### config.mk
export PLATFORM = sky130hd
export DESIGN_NAME = rst_seq_gen_flat
export DESIGN_NICKNAME = d
export VERILOG_FILES = /design/src/rtl/rst_seq_gen_pkg.sv /design/src/rtl/rst_seq_gen_if.sv /design/src/rtl/rst_seq_gen_lock_filt.sv /design/src/rtl/rst_seq_gen.sv /design/src/flat_wrapper.sv
export SDC_FILE = /design/constraint.sdc
export NUM_CORES = 1
export LEC_CHECK = 0
export CORE_UTILIZATION = 56
export CTS_BUF_LIST = sky130_fd_sc_hd__clkbuf_4 sky130_fd_sc_hd__clkbuf_8 sky130_fd_sc_hd__clkbuf_16
export CTS_CLUSTER_SIZE = 40
export DETAILED_ROUTE_END_ITERATION = 8
export HOLD_SLACK_MARGIN = 0.03
export PLACE_DENSITY = 0.87
export SLEW_MARGIN = 10
export SYNTH_ARGS = -nofsm -noshare
export SYNTH_HDL_FRONTEND = slang
export SYNTH_SLANG_ARGS = --single-unit
### constraint.sdc
create_clock -name i_clk -period 2.05 [get_ports i_clk]
set_clock_uncertainty 0.05 [all_clocks]
set_input_delay 0.5125 -clock i_clk [delete_from_list [all_inputs] [get_ports i_clk]]
set_output_delay 0.5125 -clock i_clk [all_outputs]
set_load 0.03 [all_outputs]
### src/rtl/rst_seq_gen_pkg.sv
// Shared types and helpers for the reset sequencer.
package rst_seq_gen_pkg;

  typedef enum logic [1:0] {
    WAIT_LOCK = 2'd0,
    HOLD      = 2'd1,
    RELEASE   = 2'd2,
    DONE      = 2'd3
  } state_t;

  // Counter width large enough to hold the largest of the three cycle limits.
  function automatic int cnt_width(input int a, input int b, input int c);
    int m;
    m = a;
    if (b > m) m = b;
    if (c > m) m = c;
    return $clog2(m + 1);
  endfunction

endpackage

### src/rtl/rst_seq_gen_if.sv
// Control/status bundle between the reset sequencer and its consumer.
interface rst_seq_gen_if #(
  parameter int NUM_CH = 4
);
  localparam int SW = $clog2(NUM_CH + 1);

  logic              lock_in;
  logic              soft_rst_req;
  logic [NUM_CH-1:0] rst_out;
  logic              rst_done;
  logic [SW-1:0]     stage;

  modport master (
    output lock_in, soft_rst_req,
    input  rst_out, rst_done, stage
  );

  modport slave (
    input  lock_in, soft_rst_req,
    output rst_out, rst_done, stage
  );
endinterface

### src/rtl/rst_seq_gen_lock_filt.sv
// Lock qualifier: o_lock_stable fires on the cycle lock_in completes LOCK_FILT consecutive highs.
module rst_seq_gen_lock_filt #(
  parameter int LOCK_FILT = 8,
  parameter int CW        = 8
) (
  input  logic i_clk,
  input  logic i_rst,
  input  logic i_clr,
  input  logic i_lock,
  output logic o_lock_stable
);
  localparam logic [CW-1:0] LAST = CW'(LOCK_FILT - 1);
  localparam logic [CW-1:0] FULL = CW'(LOCK_FILT);

  logic [CW-1:0] r_cnt;

  always_ff @(posedge i_clk) begin
    if (i_rst || i_clr || !i_lock) begin
      r_cnt <= '0;
    end else if (r_cnt != FULL) begin
      r_cnt <= r_cnt + 1'b1;
    end
  end

  // Count reaches LOCK_FILT on this edge.
  assign o_lock_stable = i_lock && (r_cnt >= LAST);
endmodule

### src/rtl/rst_seq_gen.sv
// Reset sequencer: holds all channels until lock is stable, then releases them in index order.
module rst_seq_gen
  import rst_seq_gen_pkg::*;
#(
  parameter int              NUM_CH    = 4,
  parameter logic [NUM_CH-1:0] RST_LEVEL = '0,
  parameter int              LOCK_FILT = 8,
  parameter int              HOLD_CYC  = 200,
  parameter int              STAGE_GAP = 16
) (
  input  logic        i_clk,
  input  logic        i_rst,
  rst_seq_gen_if.slave bus
);
  localparam int CW = cnt_width(LOCK_FILT, HOLD_CYC, STAGE_GAP);
  localparam int SW = $clog2(NUM_CH + 1);
  localparam logic [CW-1:0] TMR_SAT   = CW'((HOLD_CYC > STAGE_GAP) ? HOLD_CYC : STAGE_GAP);
  localparam logic [CW-1:0] HOLD_LAST = CW'(HOLD_CYC - 1);
  localparam logic [CW-1:0] GAP_LAST  = CW'(STAGE_GAP - 1);
  localparam logic [SW-1:0] LAST_CH   = SW'(NUM_CH - 1);

  if (NUM_CH < 1 || LOCK_FILT < 1 || HOLD_CYC < 1 || STAGE_GAP < 1) begin : g_param_err
    $error("rst_seq_gen: NUM_CH, LOCK_FILT, HOLD_CYC and STAGE_GAP must all be >= 1");
  end

  state_t            r_state, w_state_nxt;
  logic [CW-1:0]     r_tmr, w_tmr_nxt;
  logic [NUM_CH-1:0] r_rst_out, w_rst_out_nxt;
  logic              r_done, w_done_nxt;
  logic [SW-1:0]     r_stage, w_stage_nxt;
  logic              w_lock_stable, w_filt_clr, w_abort;
  logic              w_hold_last, w_gap_last, w_last_ch;

  assign w_abort     = (r_state != WAIT_LOCK) && (!bus.lock_in || bus.soft_rst_req);
  assign w_hold_last = (r_state == HOLD) && (r_tmr == HOLD_LAST);
  assign w_gap_last  = (r_state == RELEASE) && (r_tmr == GAP_LAST);
  assign w_last_ch   = (r_stage == LAST_CH);
  assign w_filt_clr  = (r_state != WAIT_LOCK) || bus.soft_rst_req || w_lock_stable;

  rst_seq_gen_lock_filt #(.LOCK_FILT(LOCK_FILT), .CW(CW)) u_lock_filt (
    .i_clk         (i_clk),
    .i_rst         (i_rst),
    .i_clr         (w_filt_clr),
    .i_lock        (bus.lock_in),
    .o_lock_stable (w_lock_stable)
  );

  always_ff @(posedge i_clk) begin
    if (i_rst) r_state <= WAIT_LOCK;
    else       r_state <= w_state_nxt;
  end

  always_comb begin
    w_state_nxt = r_state;
    if (w_abort) begin
      w_state_nxt = WAIT_LOCK;
    end else begin
      case (r_state)
        WAIT_LOCK: if (w_lock_stable && !bus.soft_rst_req) w_state_nxt = HOLD;
        HOLD:      if (w_hold_last) w_state_nxt = (NUM_CH == 1) ? DONE : RELEASE;
        RELEASE:   if (w_gap_last && w_last_ch) w_state_nxt = DONE;
        default:   w_state_nxt = r_state;
      endcase
    end
  end

  always_comb begin
    w_rst_out_nxt = r_rst_out;
    w_done_nxt    = r_done;
    w_stage_nxt   = r_stage;
    w_tmr_nxt     = (r_tmr != TMR_SAT) ? r_tmr + 1'b1 : r_tmr;
    if (w_abort) begin
      w_rst_out_nxt = RST_LEVEL;
      w_done_nxt    = 1'b0;
      w_stage_nxt   = '0;
      w_tmr_nxt     = '0;
    end else begin
      case (r_state)
        HOLD: if (w_hold_last) begin
          w_rst_out_nxt[0] = ~RST_LEVEL[0];
          w_stage_nxt      = SW'(1);
          w_done_nxt       = (NUM_CH == 1);
          w_tmr_nxt        = '0;
        end
        RELEASE: if (w_gap_last) begin
          // Channel index equals the count already released.
          for (int i = 0; i < NUM_CH; i++) begin
            if (i == int'(r_stage)) w_rst_out_nxt[i] = ~RST_LEVEL[i];
          end
          w_stage_nxt = r_stage + 1'b1;
          w_done_nxt  = w_last_ch;
          w_tmr_nxt   = '0;
        end
        default: w_tmr_nxt = '0;
      endcase
    end
  end

  always_ff @(posedge i_clk) begin
    if (i_rst) begin
      r_tmr     <= '0;
      r_rst_out <= RST_LEVEL;
      r_done    <= 1'b0;
      r_stage   <= '0;
    end else begin
      r_tmr     <= w_tmr_nxt;
      r_rst_out <= w_rst_out_nxt;
      r_done    <= w_done_nxt;
      r_stage   <= w_stage_nxt;
    end
  end

  assign bus.rst_out  = r_rst_out;
  assign bus.rst_done = r_done;
  assign bus.stage    = r_stage;
endmodule

### src/flat_wrapper.sv
// flat-port wrapper written by rule: the top's interface ports become plain ports
module rst_seq_gen_flat import rst_seq_gen_pkg::*;
#(
  parameter int              NUM_CH    = 4,
  parameter logic [NUM_CH-1:0] RST_LEVEL = '0,
  parameter int              LOCK_FILT = 8,
  parameter int              HOLD_CYC  = 200,
  parameter int              STAGE_GAP = 16
)
  (i_clk, i_rst, bus_lock_in, bus_soft_rst_req, bus_rst_out, bus_rst_done, bus_stage);
  rst_seq_gen_if #(.NUM_CH(NUM_CH)) bus_i ();
  input  logic i_clk;
  input  logic i_rst;
  input wire logic [$bits(bus_i.lock_in)-1:0] bus_lock_in;
  input wire logic [$bits(bus_i.soft_rst_req)-1:0] bus_soft_rst_req;
  output wire logic [$bits(bus_i.rst_out)-1:0] bus_rst_out;
  output wire logic [$bits(bus_i.rst_done)-1:0] bus_rst_done;
  output wire logic [$bits(bus_i.stage)-1:0] bus_stage;
  assign bus_i.lock_in = bus_lock_in;
  assign bus_i.soft_rst_req = bus_soft_rst_req;
  assign bus_rst_out = bus_i.rst_out;
  assign bus_rst_done = bus_i.rst_done;
  assign bus_stage = bus_i.stage;
  rst_seq_gen #(.NUM_CH(NUM_CH), .RST_LEVEL(RST_LEVEL), .LOCK_FILT(LOCK_FILT), .HOLD_CYC(HOLD_CYC), .STAGE_GAP(STAGE_GAP)) u_core (.i_clk(i_clk), .i_rst(i_rst), .bus(bus_i));
endmodule
# == Word level (Yosys, flattened, before mapping) ==
# Index checks and enable logic that the tools add are counted.
# word_totals
output_inout_bits,8
elab_cells,71
regBits,26
# classes
addsub,3
mux,18
n_lt_le_gt_ge,1
eq_ne,15
reduce_logical,25
# ops
op,count
8-bit 2-to-1 mux,3
"8-bit by 1-bit adder with 8-bit output, second input constant",2
8-bit one-hot mux with 2 select lines,1
3-bit AND reduction,4
"8-bit by 4-bit equality test with 1-bit output, second input constant",1
"8-bit equality test, second input constant",1
"8-bit by 3-bit >= comparator with 1-bit output, second input constant",1
"8-bit by 4-bit inequality test with 1-bit output, second input constant",1
"8-bit inequality test, second input constant",1
4-bit AND reduction,2
"3-bit equality test, first input constant",2
1-bit logical AND,6
2-bit 2-to-1 mux,3
3-bit 2-to-1 mux,2
"2-bit by 1-bit inequality test with 1-bit output, second input constant",3
2-bit one-hot mux with 3 select lines,1
3-bit one-hot mux with 2 select lines,1
1-bit logical OR,5
1-bit 2-to-1 mux,5
"2-bit inequality test, second input constant",2
1-bit one-hot mux with 2 select lines,2
2-bit nonzero test,2
"3-bit by 1-bit adder with 3-bit output, second input constant",1
"2-bit by 3-bit equality test with 1-bit output, first input constant",1
8 further kinds,9

# == Logic depth before layout (Yosys ltp) ==
# Gate-level depths: netlist of run 1.
# depth
word_depth,5
mapped_depth,6

# == By module ==
# A second synthesis of run 1 with hierarchy kept.
# hier_totals
cells_unflattened,168
hier_area_um2,1491.4
# by_module_without_submodules
module,cells_per_inst,seq_area_each_um2,n_inst,area_each_um2
rst_seq_gen,119,360.3,1,1068.5
rst_seq_gen_lock_filt,49,160.2,1,422.9

# == Worst setup path after synthesis of run 1 ==
# No wires, ideal clock.
# synth_timing
kind,reg2reg
startpoint,register u_core.r_state[0]
endpoint,register u_core.r_tmr[2]
setup_slack_ns,0.312
stages_incl_launch_ff,7
arrival_ns,1.557
required_ns,1.869
path_cell_list,dfxtp_1 -> inv_1 -> ha_1 -> or2_2 -> o32a_2 -> nand4_2 -> nor3_1
# synth_via
elab_chain_cells,4
elab_cells_between_ends,10
classes_between,2 x eq/ne; 3 x mux; 5 x reduce/logical
# synth_lines
item,line_no,rtl
from (decl),rst_seq_gen.sv:26,"state_t r_state, w_state_nxt;"
from (signal assigned),rst_seq_gen.sv:50,else r_state <= w_state_nxt;
2-bit equality test / 2-bit by 1-bit equality test with 1-bit output (equally long branches),"rst_seq_gen.sv:36, rst_seq_gen.sv:78, rst_seq_gen.sv:35",
"1-bit logical AND, on equally long branches","rst_seq_gen.sv:36, rst_seq_gen.sv:35",
"8-bit 2-to-1 mux, on equally long branches","rst_seq_gen.sv:85, rst_seq_gen.sv:79",
8-bit one-hot mux with 2 select lines,rst_seq_gen.sv:78,case (r_state)
to (signal assigned),rst_seq_gen.sv:106,r_tmr <= w_tmr_nxt;
to (decl),rst_seq_gen.sv:27,"logic [CW-1:0] r_tmr, w_tmr_nxt;"
# Parallel ways exist; a longest one is shown, timed or not.
# A chain may end at the register's enable or synchronous reset.

# == Worst setup path in the final report of run 1 ==
# layout_timing
startpoint,register u_core.r_stage[2] (netlist: u_core.bus.stage[2])
endpoint,output bus_stage[2]
# layout_rtl
item,line_no,rtl
from (decl),rst_seq_gen.sv:30,"logic [SW-1:0] r_stage, w_stage_nxt;"
from (signal assigned),rst_seq_gen.sv:109,r_stage <= w_stage_nxt;
to (decl),flat_wrapper.sv:18,output wire logic [$bits(bus_i.stage)-1:0] bus_stage;
# No word-level cell between the ends.

==> impl_metrics.yaml, run 1 <==
power:
  power_density_nw_per_um2: 858
  p_int_mw: 0.946
  seqPwrFrac: 0.410
  swShare: 0.318
  pwr-share-comb: 0.340
  p_clk_frac: 0.250
  max-vdd-ir-drop_uv: 701
  p_leak_nw: 0.629
  p_sw_mw: 0.441
setup_path:
  crit_type: "flop to output port"
  endpoint_kind: "output port"
  cpPeakStageDelay_ns: 0.69
  cp_max_fo: 4
  critPathBufInv: 1
  startpoint_type: "flop"
  critPathTopFamily: "buffers and inverters"
  crit_required_ns: 1.49
  cp_slowest_cell: "clkdlybuf4s50_1"
  crit_arrival_ns: 1.41
  r2r_slack_ns: 0.12
  path_cells: "clkdlybuf4s50_1"
clock_tree:
  clockRootBuffer: "clkbuf_4"
  cts.sinks: 26
  cts_made_buffers: 3
  cts_tree: "yes"
  clk_latency_ns: 0.32
  cts_setup_buffers: 0
  clock_path_buffers: 2
  ctsHoldBuffers: 0
  post_cts_resized: 0
  htree_levels: 1
  clk_pin_slew_ns: 0.13
global_routing:
  overflow: 0
  antenna_found_initial: 0
  grt_pass1_vias: 1046
  grt_max_degree: 16
  grt_usage: 0.241
  busiest_layer: "met2"
  met3_usage: 0.0476
  grtUsageMet2: 0.426
  met1_usage: 0.272
  grt_first_pass_wirelength_um: 4630
floorplanning:
  die_area_um2: 2650
  row_count: 17
  coreArea_um2: 2250
  io_pins: 12
  die_h_um: 51.4
  die_w_um: 51.4
  initial_utilization: 0.607
routing:
  route.detailed.drc: 0
  wirelength_um: 2660
  ant_nets: 0
  via_per_inst: 5.59
  vias: 1062
  wl_per_cell_um: 14.0
  drt_iter0_markers: 17
  drt_first_pass_iters: 4
final_layout:
  post_route_cells_drive_above_1_share: 0.123
  diodes: 0
  stdcell_count: 190
  mostFrequentLayoutCell: "dfxtp_1"
  synthToLayoutAreaGrowth_pct: 18.0
  final_area_um2: 1620
  fin_util: 0.716
  mostFrequentLayoutCells: "dfxtp_1 (26), nor2_1 (15), ha_1 (13), inv_1 (12), nand2_1 (11)"
  fillers: 176
  nets: 180
timing:
  setup_viol: 0
  period_minus_slack_ns: 1.97
  rsz0062_at_grt: "false"
  fin_crit_sh: 0.962
  finalHoldViolCount: 0
  drv_slew: 0
  max_freq_mhz: 507
  fin_tns_setup_ns: 0
synth:
  synth_enable_flop_cells: 0
  yosysSeqAreaShare: 0.380
  yosysWarningCount: 0
  synth_cell_types: 38
  synth_area_um2: 1370
  yosys_register_bits: 26
  synthArstFlopShare: 0
  syn_area_per_cell_um2: 9.78
  syn_inst: 140
  yosys_most_used_dff: "dfxtp_1"
job:
  maxCapViolCount: 0
place:
  portBuffers: 11
  dpl.hpwl_um: 2040
  dpl-instance-area_um2: 1560
  dp.cells: 186
  place.gp.congestion: 0.865
min_path:
  hold_class: "flop to flop"
status:
  status: "finished, final reports clean"
==> state kept, by name, indices dropped and copies added, names as in the netlist <==
| register | count |
|---|---|
| u_core.bus.rst_done | 1 |
| u_core.r_state | 2 |
| u_core.u_lock_filt.r_cnt | 8 |
| u_core.bus.stage | 3 |
| u_core.bus.rst_out | 4 |
| u_core.r_tmr | 8 |
==> area by class of cell <==
cell class | count | area, um2 | area share
Clock buffer | 3 | 22.5 | 0.0139
Clock inverter | 1 | 30.0 | 0.0186
Inverter | 12 | 45.0 | 0.0279
Multi-Input combinational cell | 104 | 810 | 0.501
Tap cell | 28 | 35.0 | 0.0217
Sequential cell | 26 | 520 | 0.322
Timing Repair Buffer | 16 | 153 | 0.0945
==> metrics by stage <==
| step | total power [mW] | hold WS [ns] | setup WS, ns |
|---|---|---|---|
| floorplan | 0.900 | 0.405 | 0.312 |
| global placement | 1.03 | 0.397 | 0.179 |
| detailed placement | 1.05 | 0.408 | 0.0647 |
| CTS | 1.39 | 0.443 | 0.0103 |
| global route | 1.47 | 0.468 | 0.0214 |
| finish | 1.39 | 0.438 | 0.0789 |
==> cell usage after synthesis (2+ instances only) <==
master | count | area share
nor3_1 | 4 | 0.015
nand3_1 | 6 | 0.022
nor2_1 | 15 | 0.041
a31oi_1 | 6 | 0.027
nand4b_1 | 2 | 0.013
nand4bb_4 | 2 | 0.040
nand4_2 | 2 | 0.018
xor2_1 | 3 | 0.019
ha_1 | 13 | 0.12
nand4_1 | 2 | 0.0091
xnor2_1 | 7 | 0.045
dfxtp_1 | 26 | 0.38
a21oi_1 | 4 | 0.015
inv_1 | 12 | 0.033
mux2i_1 | 3 | 0.022
nand2_1 | 11 | 0.030
==> power groups by stage <==
| stage | Sequential, mW | Clock [mW] | Combinational, mW |
|---|---|---|---|
| after floorplan | 0.608 | 0 | 0.292 |
| after global placement | 0.576 | 0 | 0.451 |
| after detailed placement | 0.580 | 0 | 0.466 |
| after CTS | 0.569 | 0.357 | 0.468 |
| after global routing | 0.572 | 0.378 | 0.519 |
| final | 0.568 | 0.346 | 0.472 |
==> cells by family after synthesis <==
family                   after synthesis  synth area share
AND/OR/NAND/NOR                       56             0.269
flip-flops                            26             0.380
AO/OA/AOI/OAI                         17            0.0987
XOR/XNOR                              10            0.0640
other                                  1           0.00274
multiplexers                           4            0.0302
adder cells (fa/ha/maj)               13             0.119
buffers and inverters                 13            0.0366
==> routing by layer <==
metal / vias up / share of wire
li1: 531 / -
met1: 494 / 0.42
met2: 28 / 0.52
met3: 9 / 0.035
met4: 0 / 0.027
met5: - / 0
==> worst paths after layout <==
check,depth (start not counted),startpoint,end
setup / recovery,1,u_core.bus.stage[2]$_SDFFE_PP0P_,bus_stage[2]
hold / removal,1,u_core.bus.rst_out[0]$_SDFFE_PP0P_,u_core.bus.rst_out[0]$_SDFFE_PP0P_
setup reg to reg,6,u_core.r_state[0]$_SDFFE_PP0P_,u_core.r_tmr[2]$_SDFF_PP0_
hold reg to reg,1,u_core.bus.rst_out[0]$_SDFFE_PP0P_,u_core.bus.rst_out[0]$_SDFFE_PP0P_
No activity file was read; power rests on OpenSTA's default activity.
==> run 2, diff against run 1 <==
Settings changed: CTS_BUF_LIST sky130_fd_sc_hd__clkbuf_4 sky130_fd_sc_hd__clkbuf_8 sky130_fd_sc_hd__clkbuf_16 to not set.
==> results of run 2 <==
No change in the layout: final DEF, timing and power equal those of run 1.
